File: src/rtl/fifo_burst_reader.sv
// Burst reader: pops len+1 words from a synchronous FIFO and forwards them on a
// valid/ready stream through a 2-entry skid buffer, flagging the last word.
module fifo_burst_reader #(
  parameter int DT_WIDTH  = 8,
  parameter int LEN_WIDTH = 4
) (
  input  logic                 clk,
  input  logic                 rst,
  input  logic                 start,
  input  logic [LEN_WIDTH-1:0] len,
  input  logic                 f_empty,
  input  logic [DT_WIDTH-1:0]  rd_dt,
  output logic                 rd_en,
  output logic                 m_valid,
  input  logic                 m_ready,
  output logic [DT_WIDTH-1:0]  m_data,
  output logic                 m_last,
  output logic                 busy,
  output logic                 done
);

  typedef enum logic [1:0] {
    IDLE  = 2'd0,
    FETCH = 2'd1,
    DRAIN = 2'd2
  } state_t;

  localparam logic [LEN_WIDTH-1:0] CntOne = {{(LEN_WIDTH-1){1'b0}}, 1'b1};

  state_t               state_q, state_d;
  logic [LEN_WIDTH-1:0] len_q, len_d;
  logic [LEN_WIDTH-1:0] fetchCnt_q, fetchCnt_d;
  logic [1:0]           occ_q, occ_d;
  logic                 headPtr_q;
  logic [DT_WIDTH-1:0]  buf0Data_q, buf1Data_q;
  logic [1:0]           bufLast_q;
  logic                 done_q;

  logic push, pop, wrIdx, headLast, fetchIsLast;

  // A word may be fetched into a full buffer only when the head leaves that same edge.
  assign pop         = m_valid & m_ready;
  assign rd_en       = (state_q == FETCH) & ~f_empty & (~occ_q[1] | pop);
  assign push        = rd_en;
  assign fetchIsLast = (fetchCnt_q == len_q);
  assign wrIdx       = headPtr_q ^ occ_q[0];
  assign headLast    = headPtr_q ? bufLast_q[1] : bufLast_q[0];

  assign m_valid = (occ_q != 2'd0);
  assign m_data  = headPtr_q ? buf1Data_q : buf0Data_q;
  assign m_last  = m_valid & headLast;
  assign busy    = (state_q != IDLE);
  assign done    = done_q;

  always_comb begin
    state_d    = state_q;
    len_d      = len_q;
    fetchCnt_d = fetchCnt_q;
    case (state_q)
      IDLE: begin
        if (start) begin
          state_d    = FETCH;
          len_d      = len;
          fetchCnt_d = '0;
        end
      end
      FETCH: begin
        if (rd_en) begin
          fetchCnt_d = fetchCnt_q + CntOne;
          if (fetchIsLast) begin
            state_d = DRAIN;
          end
        end
      end
      DRAIN: begin
        if (pop && headLast) begin
          state_d = IDLE;
        end
      end
      default: state_d = IDLE;
    endcase
  end

  always_comb begin
    occ_d = occ_q;
    case ({push, pop})
      2'b10:   occ_d = occ_q + 2'd1;
      2'b01:   occ_d = occ_q - 2'd1;
      default: occ_d = occ_q;
    endcase
  end

  always_ff @(posedge clk or posedge rst) begin
    if (rst) begin
      state_q    <= IDLE;
      len_q      <= '0;
      fetchCnt_q <= '0;
      occ_q      <= 2'd0;
      headPtr_q  <= 1'b0;
      buf0Data_q <= '0;
      buf1Data_q <= '0;
      bufLast_q  <= 2'b00;
      done_q     <= 1'b0;
    end else begin
      state_q    <= state_d;
      len_q      <= len_d;
      fetchCnt_q <= fetchCnt_d;
      occ_q      <= occ_d;
      headPtr_q  <= headPtr_q ^ pop;
      done_q     <= pop & headLast;
      if (push) begin
        if (wrIdx) begin
          buf1Data_q   <= rd_dt;
          bufLast_q[1] <= fetchIsLast;
        end else begin
          buf0Data_q   <= rd_dt;
          bufLast_q[0] <= fetchIsLast;
        end
      end
    end
  end

endmodule

File: config.mk
export PLATFORM = sky130hd
export DESIGN_NAME = fifo_burst_reader
export DESIGN_NICKNAME = d
export VERILOG_FILES = /design/src/rtl/fifo_burst_reader.sv
export SDC_FILE = /design/constraint.sdc
export NUM_CORES = 1
export LEC_CHECK = 0
export ABC_AREA = 1
export CAP_MARGIN = 20
export CORE_MARGIN = 2
export CORE_UTILIZATION = 46
export DETAILED_ROUTE_END_ITERATION = 10
export PLACE_DENSITY = 0.75
export SLEW_MARGIN = 10
export SYNTH_ARGS = -nofsm -noshare
export SYNTH_HDL_FRONTEND = slang
export SYNTH_SLANG_ARGS = --single-unit
File: constraint.sdc
create_clock -name clk -period 1.6 [get_ports clk]
set_clock_uncertainty 0.05 [all_clocks]
set_input_delay 0.16 -clock clk [delete_from_list [all_inputs] [get_ports clk]]
set_output_delay 0.16 -clock clk [all_outputs]
set_load 0.1 [all_outputs]
== Word-level counts from Yosys, hierarchy flattened ==
Index checks and enable logic that the tools add are counted.
Operators by class
  equal/unequal tests: 9
  add/subtract/negate cells: 3
  muxes and demuxes: 11
  reduce and logical (&&, ||, !) cells: 11
  bitwise logic cells: 11
Operator list (count)
  two-way mux 2 bit: 4
  two-way mux 4 bit: 2
  two-way mux 8 bit: 1
  inequality test 2 bit, second input constant: 4
  one-hot mux 4 bit (2 select lines): 1
  nonzero test 2 bit: 4
  one-hot mux 2 bit (3 select lines): 1
  AND reduction 2 bit: 3
  AND 1 bit: 5
  adder 4 x 1 -> 4 bit, second input constant: 1
  equality test 2 x 1 -> 1 bit, second input constant: 2
  equality test 2 bit, second input constant: 2
  equality test 4 bit: 1
  one-hot mux 2 bit (2 select lines): 1
  AND reduction 4 bit: 1
  NOT 1 bit: 3
  AND reduction 3 bit: 1
  adder 2 x 1 -> 2 bit, second input constant: 1
  logical NOT 2 bit: 1
  subtractor 2 x 1 -> 2 bit, second input constant: 1
  bitwise XOR 1 bit: 2
  logical AND 1 bit: 1
  two-way mux 1 bit: 1
  OR 1 bit: 1
Word-level totals
  bits in registers: 32
  output and inout bits: 13

== Logic depth before layout (Yosys ltp) ==
  depth after elaboration: 6
  gate-level depth with buffers: 9

== Least setup slack after synthesis ==
No wires, ideal clock.
  kind: flip-flop to output port
  from: register headPtr_q
  to: output port m_last
  cell stages (with the launch flop): 4
  arrival time: 2.250 ns
  required time: 1.390 ns
  path slack: -0.860 ns
  buffers on the path: 1
  cells stage by stage: dfrtp_1 buf_1 nand2_1 a21oi_1
On the way
  cells in the longest elaborated chain, start to end: 2
RTL lines
  start: declaration: line 34  | logic headPtr_q;
  start signal: assignment: line 109  | headPtr_q <= headPtr_q ^ pop;
  two-way mux 1 bit: line 47  | assign headLast = headPtr_q ? bufLast_q[1] : bufLast_q[0];
  AND 1 bit: line 51  | assign m_last = m_valid & headLast;
  end: declaration: line 17  | output logic m_last,
Every way passes these cells.

== Worst setup path in the final report ==
  from: register state_q[1]
  to: output port rd_en
On the way
  cells in the longest elaborated chain, start to end: 3
RTL lines
  start: declaration: line 30  | state_t state_q, state_d;
  start signal: assignment: line 105  | state_q <= state_d;
  equality test 2 x 1 -> 1 bit: line 43  | assign rd_en = (state_q == FETCH) & ~f_empty & (~occ_q[1] | pop);
  AND 1 bit (2 in series): line 43
  end: declaration: line 13  | output logic rd_en,
Every way passes these cells.

==> reports/summary.txt <==
Status: complete, no violations
Min Hold Slack: 160 ps
Routed WL: 3530 um
Synthesized netlist cell count: 190
Mapped Area: 1580 um2
CTS root buf: clkbuf_4
Initial Utilization: 47.6%
Max-Cap Viols: 0
Slew @ Worst Pin: 395 ps
Min Tclk post-route: 1570 ps
Yosys top cell area share: 50.8%
RSZ-0062 raised after global routing: true
Vias in the first global route: 1369
1st-iter DRT viols: 85
Pre-Repair DR Iteration Count: 4
Startpoint Class: flip-flop
Setup TNS: 0 ps
IO Count: 30
Final Hold Fails: 0
Post-synth ARST share: 100%
Slew Viols, Final: 0
Total core area: 3310 um2
CP Data Required Time: 1390 ps
Fmax: 636 MHz
Sink Count: 32
Place WS: -145 ps
Maximum root-to-sink buffer count: 2
Top cells by area, synth: dfrtp_1 (51%), nand2_1 (17%), inv_1 (5.2%), o21ai_2 (5.0%), o21ai_0 (4.1%)
Drt drc: 0
Filler Cell Count: 259
Setup ws final: 27.3 ps
Avg WL per Cell: 12.3 um
Worst Path Arrival: 1360 ps
CTS H-tree lvls: 2
Crit-path max FO: 4
Vias: 1379
Chip width: 62.5 um
Mapped Nets: 209
Hold Buf Count CTS: 0
Drt via density: 4.82
Die area: 3910 um2
Fin nets: 258
Placer Congestion: 0.758
GRT Util Overall: 19.7%
Largest net degree at the start of global routing: 33
Crit end category: primary output
TritonCTS buffer count: 5
Synth warn: 0
Syn-to-layout area delta: 48.9%
Worst min path class: primary input to async pin
Port Buffers: 29
Footprint of the multi-input gates: 701 um2
TritonCTS clock tree: yes
Primary FF master, synth: dfrtp_1
Worst slew margin: 73.6%
First-pass GRT wire length: 5980 um
Register area share after synthesis: 50.8%
Worst-Skew Late Latency: 340 ps
Yosys reg bits: 32
# rows: 21
Antenna Nets Post-Route: 0
Final HPWL DP: 2300 um
Die Ht: 62.5 um
Initial antenna violation count: 0
Diodes inserted: 0
Layout cell share with drive strength beyond 1: 32.1%
EDFF count, synth: 0
Final Cycle Share: 98.3%
Synth top cells by count: nand2_1 (70), dfrtp_1 (32), inv_1 (22), o21ai_0 (13), nor2_1 (12)
# setup viols final: 0
Top-count cell post-synth: nand2_1
Clock Pin Slew Worst Setup and Hold Paths: 100 ps
Average size of a mapped cell: 8.29 um2
Reg area: 805 um2
Largest area contributor in the netlist: dfrtp_1
Synth cell types: 22
GR Overflow Total: 0
CP Class: flip-flop to primary output
[repair_timing]
item / CTS / global route
buffers inserted: 6 / 4
setup endpoints to repair: 11 / 11
resized for setup: 8 / 22
pin swaps: 2 / 9
[metal layers]
metal	track usage, %	routed length (um)
met2	35.1	1920
met1	21.7	1400
met3	5.23	144
met4	9.17	67
met5	0	0
[final cells by class]
cell class | count | share of cell area, %
sequential | 32 | 34.3
multi-input combinational | 128 | 29.9
inverter | 25 | 4.53
clock inverter | 2 | 1.49
clock buffer | 6 | 1.76
tap | 46 | 2.45
timing repair buffer | 47 | 25.6
[cell usage in the layout (no fill, tap or decap), types with 2 or more instances in the layout]
cell type / netlist / final
buf_12: 1 / 16
ha_1: 2 / 2
nor2_1: 12 / 11
clkdlybuf4s50_1: 0 / 16
inv_1: 22 / 22
nand4_1: 2 / 2
o21ai_0: 13 / 12
a21oi_1: 8 / 6
xnor2_1: 2 / 2
dfrtp_2: 0 / 3
dfrtp_1: 32 / 29
buf_6: 1 / 2
clkbuf_4: 0 / 5
nand3_1: 3 / 3
o21ai_2: 9 / 9
nand2_2: 2 / 18
buf_4: 0 / 13
xor2_1: 2 / 2
nand2_1: 70 / 53
[state kept, by name, indices dropped and copies added, names as in the netlist]
name and flops:
buf0Data_q 8, buf1Data_q 8, fetchCnt_q 4, len_q 4, bufLast_q 2, occ_q 2, state_q 2, done 1
headPtr_q 1
[through the flow]
step	instances	utilization, %	cell area (um2)
6_report	286	70.9	2350
5_1_grt	286	70.9	2350
4_1_cts	282	68.0	2250
3_5_place_dp	269	63.6	2100
3_3_place_gp	269	63.6	2100
2_1_floorplan	190	-	1590
[cells by family after synthesis]
logic type / share of synthesized area, %
AO/OA/AOI/OAI: 11.7
XOR/XNOR: 2.22
adder cells (fa/ha/maj): 1.59
buffers and inverters: 8.82
flip-flops: 50.8
AND/OR/NAND/NOR: 24.9
[worst paths after layout]
kind | startpoint | end | slack [ps] | cells past startpoint
min | rst | buf0Data_q[3] | 160 | 3
max in group asynchronous | rst | occ_q[0] | 1030 | 3
max reg2reg | occ_q[0] | buf0Data_q[0] | 90 | 6
min in group clk | rd_dt[1] | buf0Data_q[1] | 320 | 3
max | state_q[1] | rd_en | 30 | 5
min reg2reg | buf0Data_q[2] | buf0Data_q[2] | 440 | 2
[worst max-delay path, cell delays in order, from the launching register on]
cell     delay (ps)
dfrtp_2         450
nor2_8          130
nand3_4          80
buf_6           140
inv_8            60
buf_12          160
Power is not shown: default switching activity piles up to over one toggle a cycle in this logic, so the estimate is an artifact.
